--- src/rtl/cpu_run_ctrl.sv ---
// -----------------------------------------------------------------------------
// cpu_run_ctrl
// Run/pause/single-step controller for a small soft processor. It holds the
// processor in reset after system reset, then gates its clock enable from a
// run switch and a debounced step button. It also snapshots a result register
// whenever the processor stops, and counts enabled cycles.
//
// Ports
//   clk          system clock; all logic on the rising edge
//   reset        synchronous, active-high reset
//   sw_run       asynchronous run switch level (1 = run, 0 = pause)
//   btn_step     asynchronous, bouncy single-step button
//   halt_in      processor halt-retired indication, synchronous to clk
//   reg_rdata    register-file read data (1-cycle read latency)
//   cpu_ce       processor clock enable
//   cpu_rst      processor synchronous reset
//   reg_raddr    register-file read address (fixed at RESULT_REG)
//   snap         captured result-register value
//   snap_valid   snap holds the value for the current pause/halt
//   cycle_count  saturating count of cycles with cpu_ce = 1
//   state_out    current FSM state encoding
// -----------------------------------------------------------------------------
module cpu_run_ctrl #(
  parameter int unsigned DEB_CYCLES = 1000000,
  parameter int unsigned RST_HOLD   = 4,
  parameter logic [3:0]  RESULT_REG = 4'd3
) (
  input  logic        clk,
  input  logic        reset,
  input  logic        sw_run,
  input  logic        btn_step,
  input  logic        halt_in,
  input  logic [31:0] reg_rdata,
  output logic        cpu_ce,
  output logic        cpu_rst,
  output logic [3:0]  reg_raddr,
  output logic [31:0] snap,
  output logic        snap_valid,
  output logic [31:0] cycle_count,
  output logic [2:0]  state_out
);

  // The debounce counter only has to reach DEB_CYCLES-1, the INIT hold
  // counter only RST_HOLD-1.
  localparam int DW = (DEB_CYCLES > 1) ? $clog2(DEB_CYCLES) : 1;
  localparam int HW = (RST_HOLD > 1) ? $clog2(RST_HOLD) : 1;
  localparam logic [DW-1:0] DEB_LAST  = DW'(DEB_CYCLES - 1);
  localparam logic [HW-1:0] HOLD_LAST = HW'(RST_HOLD - 1);

  typedef enum logic [2:0] {
    INIT   = 3'd0,
    PAUSE  = 3'd1,
    RUN    = 3'd2,
    STEP   = 3'd3,
    HALTED = 3'd4
  } state_t;

  state_t          state_q;
  state_t          state_n;
  logic [HW-1:0]   hold_cnt;

  logic            sw_s1;
  logic            sw_s2;
  logic            btn_s1;
  logic            btn_s2;
  logic [1:0]      sync_fill;
  logic            armed;

  logic            deb_level;
  logic [DW-1:0]   deb_cnt;
  logic            step_pulse;

  logic            cap_pend;
  logic            enter_go;
  logic            enter_stop;

  // Two-flop synchronizers for the asynchronous switch and button.
  always_ff @(posedge clk) begin
    if (reset) begin
      sw_s1  <= 1'b0;
      sw_s2  <= 1'b0;
      btn_s1 <= 1'b0;
      btn_s2 <= 1'b0;
    end else begin
      sw_s1  <= sw_run;
      sw_s2  <= sw_s1;
      btn_s1 <= btn_step;
      btn_s2 <= btn_s1;
    end
  end

  // The synchronizer flops are cleared by reset, so btn_s2 only reflects the
  // real button two cycles later. Step pulses stay disarmed until the button
  // has actually been seen released, so a press held through reset cannot
  // turn into a step.
  always_ff @(posedge clk) begin
    if (reset) begin
      sync_fill <= 2'd0;
      armed     <= 1'b0;
    end else begin
      if (sync_fill != 2'd2) begin
        sync_fill <= sync_fill + 2'd1;
      end
      if (sync_fill == 2'd2 && !btn_s2) begin
        armed <= 1'b1;
      end
    end
  end

  // The debounced level follows the synchronized button only after it has
  // disagreed for DEB_CYCLES cycles in a row. Any agreement restarts the
  // count. A 0->1 change of the level emits a single-cycle step pulse.
  always_ff @(posedge clk) begin
    if (reset) begin
      deb_level  <= 1'b0;
      deb_cnt    <= '0;
      step_pulse <= 1'b0;
    end else begin
      step_pulse <= 1'b0;
      if (btn_s2 != deb_level) begin
        if (deb_cnt == DEB_LAST) begin
          deb_level  <= btn_s2;
          deb_cnt    <= '0;
          step_pulse <= btn_s2 & armed;
        end else begin
          deb_cnt <= deb_cnt + DW'(1);
        end
      end else begin
        deb_cnt <= '0;
      end
    end
  end

  // State register plus the INIT hold counter.
  always_ff @(posedge clk) begin
    if (reset) begin
      state_q  <= INIT;
      hold_cnt <= '0;
    end else begin
      state_q <= state_n;
      if (state_q == INIT && hold_cnt != HOLD_LAST) begin
        hold_cnt <= hold_cnt + HW'(1);
      end else begin
        hold_cnt <= '0;
      end
    end
  end

  // Next-state logic and output decode. cpu_ce and cpu_rst come straight
  // from the state register, so they only change right after a clock edge.
  // Run beats step in PAUSE, and halt beats pause in RUN.
  always_comb begin
    state_n = state_q;
    cpu_ce  = 1'b0;
    cpu_rst = 1'b0;
    case (state_q)
      INIT: begin
        cpu_rst = 1'b1;
        if (hold_cnt == HOLD_LAST) begin
          state_n = PAUSE;
        end
      end
      PAUSE: begin
        if (sw_s2) begin
          state_n = RUN;
        end else if (step_pulse) begin
          state_n = STEP;
        end
      end
      RUN: begin
        cpu_ce = 1'b1;
        if (halt_in) begin
          state_n = HALTED;
        end else if (!sw_s2) begin
          state_n = PAUSE;
        end
      end
      STEP: begin
        cpu_ce = 1'b1;
        if (halt_in) begin
          state_n = HALTED;
        end else begin
          state_n = PAUSE;
        end
      end
      HALTED: begin
        state_n = HALTED;
      end
      default: begin
        state_n = INIT;
        cpu_rst = 1'b1;
      end
    endcase
  end

  assign enter_go   = (state_n == RUN || state_n == STEP) && (state_n != state_q);
  assign enter_stop = (state_n == PAUSE || state_n == HALTED) &&
                      (state_q == RUN || state_q == STEP);

  // The snapshot is taken one cycle after the processor stops. That gives
  // the last instruction's write-back time to settle and covers the
  // register file's read latency. Starting to run or step again
  // invalidates the snapshot and cancels any capture still pending. The
  // old value is left in place.
  always_ff @(posedge clk) begin
    if (reset) begin
      snap       <= 32'd0;
      snap_valid <= 1'b0;
      cap_pend   <= 1'b0;
    end else if (enter_go) begin
      snap_valid <= 1'b0;
      cap_pend   <= 1'b0;
    end else begin
      if (cap_pend) begin
        snap       <= reg_rdata;
        snap_valid <= 1'b1;
      end
      cap_pend <= enter_stop;
    end
  end

  // Enabled-cycle counter. It saturates instead of wrapping, and only reset
  // clears it.
  always_ff @(posedge clk) begin
    if (reset) begin
      cycle_count <= 32'd0;
    end else if (cpu_ce && cycle_count != 32'hFFFF_FFFF) begin
      cycle_count <= cycle_count + 32'd1;
    end
  end

  assign reg_raddr = RESULT_REG;
  assign state_out = state_q;

endmodule
--- config.mk ---
export PLATFORM = sky130hd
export DESIGN_NAME = cpu_run_ctrl
export DESIGN_NICKNAME = d
export VERILOG_FILES = /design/src/rtl/cpu_run_ctrl.sv
export SDC_FILE = /design/constraint.sdc
export NUM_CORES = 1
export LEC_CHECK = 0
export ABC_CLOCK_PERIOD_IN_PS = 5800
export BUFFER_PORTS_ARGS = -buffer_cell sky130_fd_sc_hd__clkbuf_2
export CORE_MARGIN = 10
export CORE_UTILIZATION = 50
export DETAILED_ROUTE_END_ITERATION = 7
export PLACE_DENSITY = 0.76
export SYNTH_ARGS = -nofsm -noshare
export SYNTH_HDL_FRONTEND = slang
export SYNTH_SLANG_ARGS = --single-unit
export TNS_END_PERCENT = 100
--- constraint.sdc ---
create_clock -name clk -period 5.8 [get_ports clk]
set_input_delay 0.29 -clock clk [delete_from_list [all_inputs] [get_ports clk]]
set_output_delay 0.29 -clock clk [all_outputs]
set_load 0.01 [all_outputs]
After elaboration in Yosys (flattened, before gate mapping)
Cells that the tools add are included.

Register bits: 100. Input port bits: 37. Output and inout bits: 74.

Add/subtract/negate cells: 4. Eq/ne operators: 16. Mux-type cells: 9. Bitwise operators: 5. Reductions and logical operators: 18.

Operators by type and width (number): adder 32 x 1 -> 32 bit (second input constant) (1); inequality test 32 bit (second input constant) (1); adder 20 x 1 -> 20 bit (second input constant) (1); == test 20 bit (second input constant) (1); 2-to-1 mux 3 bit (6); case mux 3 bit (5 select lines) (1); == test 3 x 2 -> 1 bit (second input constant) (4); == test 3 x 1 -> 1 bit (second input constant) (2); == test 3 bit (second input constant) (2); OR reduction 2 bit (3); OR reduction 3 bit (2); logical AND 1 bit (5); adder 2 x 1 -> 2 bit (second input constant) (2); == test 2 bit (second input constant) (2); inequality test 2 bit (second input constant) (2); inverter 1 bit (4); AND reduction 2 bit (2); OR reduction 4 bit (1); zero test 3 bit (1); logical OR 1 bit (3); inequality test 3 bit (1); 2-to-1 mux 1 bit (2); AND 1 bit (1); zero test 1 bit (1); inequality test 1 bit (1).

Longest topological paths before layout
Word-level depth: 8. Gate-level depth with buffers: 8.

Worst setup path after synthesis
No wires, ideal clock.

Path kind: register to register. Start point: register cycle_count[14]. End point: register cycle_count[29]. Setup time: 0.121 ns. Arrival time: 2.092 ns. Data required time: 5.679 ns. Path slack: 3.586 ns. Stages on the path, launching flop included: 7. Path buffers: 1. Clock period less this slack: 2.214 ns. Cells stage by stage: dfxtp_1 -> nand4_2 -> or4_1 -> buf_6 -> a2111oi_4 -> nand3_2 -> mux2_4.

Cells in the longest elaborated chain, start to end: 2. Elaborated cells between the ends (all ways): 3.

RTL lines: from (decl) (line 39) `output logic [31:0] cycle_count,`; from (signal assigned) (line 228) `cycle_count <= cycle_count + 32'd1;`; parallel branches: the longest is 2 deep, another holds adder 32 x 1 -> 32 bit.

Parallel ways; which one is timed is not known. A chain may end at the register's enable or synchronous reset.

Final worst setup path
Start point: register cycle_count[0]. End point: register cycle_count[13].

The elaborated chain is that of the path after synthesis.

==> out/results.tsv <==
stage	metric	value	unit
critical_path	crit_required	6.05	ns
timing	hold_violations	0	
clock_tree	cts_buffer_depth	2	
die	die_w	111.9	um
critical_path	reg2reg_to	cycle_count[13]	
die	core	8217	sq um
global_route	grt_antenna_before_repair	0	
critical_path	reg2reg_from	cycle_count[0]	
die	io_pins	111	
clock_tree	clock_sinks	100	
pwr	power_density	250.5	nW/um^2
pwr	finalPower	1.237	mW
global_route	grt_usage	15.05	%
timing	relSlewSlack	28.03	%
die	die_area	12520	sq um
finish	syn_to_final_growth	16.98	%
hold_path	hold_depth	3	
critical_path	endpoint_kind	flop	
yosys	synth_seq_area_share	47.42	%
timing	tightest_slew	1.080	ns
routing	via_count	3733	
finish	fin_util	60.10	%
placement	place.port_buffers	106	
die	placementRows	33	
clock_tree	post-cts-setup-buffers	0	
clock_tree	ctsHoldBuffers	0	
finish	final_net_count	637	
finish	antenna_cells	0	
global_route	gr-total-overflow	0	
clock_tree	cts_tree	built	
timing	fin_hold_ws	0.1355	ns
routing	drc	0	
placement	gp_congestion	0.8055	
critical_path	reg2reg_setup_slack	3.34	ns
placement	dp_hpwl	7059	um
placement	placed_cell_area	4733	sq um
routing	drt-total-wl	9787	um
critical_path	cp_data_arrival_time	2.71	ns
clock_tree	h-tree-depth	3	
finish	stdcell_area	4938	sq um
clock_tree	cts.reportedPaths.clkPinSlew	0.10	ns
global_route	grt_pass1_wl	16350	um
routing	viasPerCell	5.288	
die	die_y	111.9	um
timing	slew_violations	0	
pwr	p_leak	1.906	nW
critical_path	startpoint_type	flop	
yosys	synthesis.instances	506	
timing	period_share	42.35	%
yosys	ys_warn_count	0	
pwr	ir_worst_vdd	0.1573	mV
finish	drive_above_1_share	22.63	%
timing	setup-tns-final	0	ns
job	cap_violations	0	
timing	finalClockSkew	0.01100	ns
timing	min_period	2.456	ns
hold_path	hold_class	in -> reg	
routing	wl_per_cell	13.86	um
routing	drt_first_pass_iters	6	
yosys	ys_seq_elements	100	
hold_path	hp-start	reg_rdata[26]	
clock_tree	cts_made_buffers	9	
outcome	status	complete, no violations	
hold_path	holdPathEnd	snap[26]	
die	start_util	51.38	%
critical_path	ff2ff_path_depth	6	
timing	max_freq	407.1	MHz
yosys	yosysUniqueCellTypes	46	
critical_path	worst-setup-path-type	reg -> reg	
yosys	avgSynthCellArea	8.343	sq um
yosys	syn-cell-area	4222	sq um
routing	drt-initial-drc-count	235	
timing	setup_viol	0	
finish	num-fill-cells	735	
routing	ant_nets	0	
clock_tree	cts_resized	0	
timing	rsz0062_at_grt	false	
clock_tree	cts-root-buf	clkbuf_8	
global_route	grt_pass1_vias	3444	
critical_path	worstPathMaxFanout	35	
global_route	grt_max_degree	84	
clock_tree	clk_latency	0.36	ns
## synthesized netlist by cell type, drive strengths merged
cell	n	share of area, %
nand4	9	1.8
nor2	51	4.5
or3	16	2.4
nor2b	8	1.2
a211o	1	0.21
xnor2	8	1.7
inv	11	0.98
a2111oi	1	0.65
nand2	87	7.7
or4	12	2.2
mux2i	2	0.47
a21o	1	0.18
a31o	2	0.42
o31ai	9	1.6
buf	8	1.5
nor3	8	0.95
a21oi	62	7.4
o21ai	14	1.7
clkbuf	22	2.4
or2b	1	0.21
ha	4	1.2
and2	2	0.30
mux2	4	1.2
nand2b	2	0.30
o211ai	1	0.18
conb	2	0.18
and4	1	0.21
nor4	7	1.2
and3	7	1.0
nand3	25	3.1
or2	1	0.15
a211oi	1	0.18
xor2	16	3.3
dfxtp	100	47
## per-stage QoR
stage / setup slack (ns) / cells
global route: 3.134 / 706
floorplan: 3.586 / 508
detailed placement: 3.371 / 690
finish: 3.344 / 706
CTS: 3.328 / 706
global placement: 3.439 / 690
## cell usage in the layout, fill, tap and decap left out, types with 2 or more instances in the layout
master	n
clkbuf_2	106
o21ai_0	14
o31ai_1	9
clkinv_4	2
or3_1	14
mux2i_1	2
nand4_1	7
nand2b_1	2
ha_1	4
and2_1	2
conb_1	4
inv_6	2
xor2_1	16
nand2_1	87
nor3_1	8
or3_2	2
or4_1	11
nand3_1	24
nor4_1	6
nor2b_1	8
inv_1	11
clkbuf_8	9
xnor2_1	8
a21oi_1	62
and3_1	7
mux2_1	2
dfxtp_1	100
nor2_1	51
## worst max-delay path by stage
stage | from | endpoint | slack, ns | depth (start not counted)
6_report | cycle_count[0] | cycle_count[13] | 3.34 | 6
5_1_grt | cycle_count[0] | cycle_count[13] | 3.13 | 6
4_1_cts | cycle_count[0] | cycle_count[13] | 3.33 | 6
3_5_place_dp | cycle_count[0] | cycle_count[13] | 3.37 | 6
3_3_place_gp | cycle_count[0] | cycle_count[30] | 3.44 | 6
2_1_floorplan | cycle_count[14] | cycle_count[29] | 3.59 | 6
## critical path: stages, from the launching register on
cell and delay [ns]:
dfxtp_1 0.40, ha_1 0.21, nand2_1 0.19, nor4_2 0.46
a31o_2 0.63, nor3_1 0.12, mux2_1 0.34
## per-layer routing
metal  track usage (%)  wire [um]
met5                 0          0
met4             3.256         82
met3             6.602        880
met2             24.05       4321
met1             18.28       4503
## cell type report
cell class                      instances  area, sq um  share of cell area (%)
Tap cell                              105        131.4                   2.660
Sequential cell                       100         2002                   40.54
Multi-Input combinational cell        367         2021                   40.92
Timing Repair Buffer                  107        538.0                   10.89
Clock buffer                            9        123.9                   2.508
Clock inverter                          7        81.33                   1.647
Inverter                               11        41.29                  0.8361
## state kept, by name (all words and copies together), names as in the netlist, 2 cells and up
name         cells
hold_cnt         2
sync_fill        2
state_out        3
deb_cnt         20
snap            32
cycle_count     32
## cells by family (layout without fill, tap and decap cells)
family / count (synthesis) / count (layout) / share of synthesized area, %
AND/OR/NAND/NOR: 237 / 237 / 27.30
multiplexers: 6 / 6 / 1.630
buffers and inverters: 41 / 134 / 4.890
XOR/XNOR: 24 / 24 / 4.979
flip-flops: 100 / 100 / 47.42
other: 2 / 4 / 0.1779
AO/OA/AOI/OAI: 92 / 92 / 12.42
adder cells (fa/ha/maj): 4 / 4 / 1.186
## report_power, final
| part | switching [mW] | internal [mW] |
|---|---|---|
| registers | 0.00874 | 0.702 |
| clock network | 0.253 | 0.207 |
| logic | 0.0379 | 0.0294 |
| total | 0.300 | 0.938 |
Power figures use the tool's default switching activity.
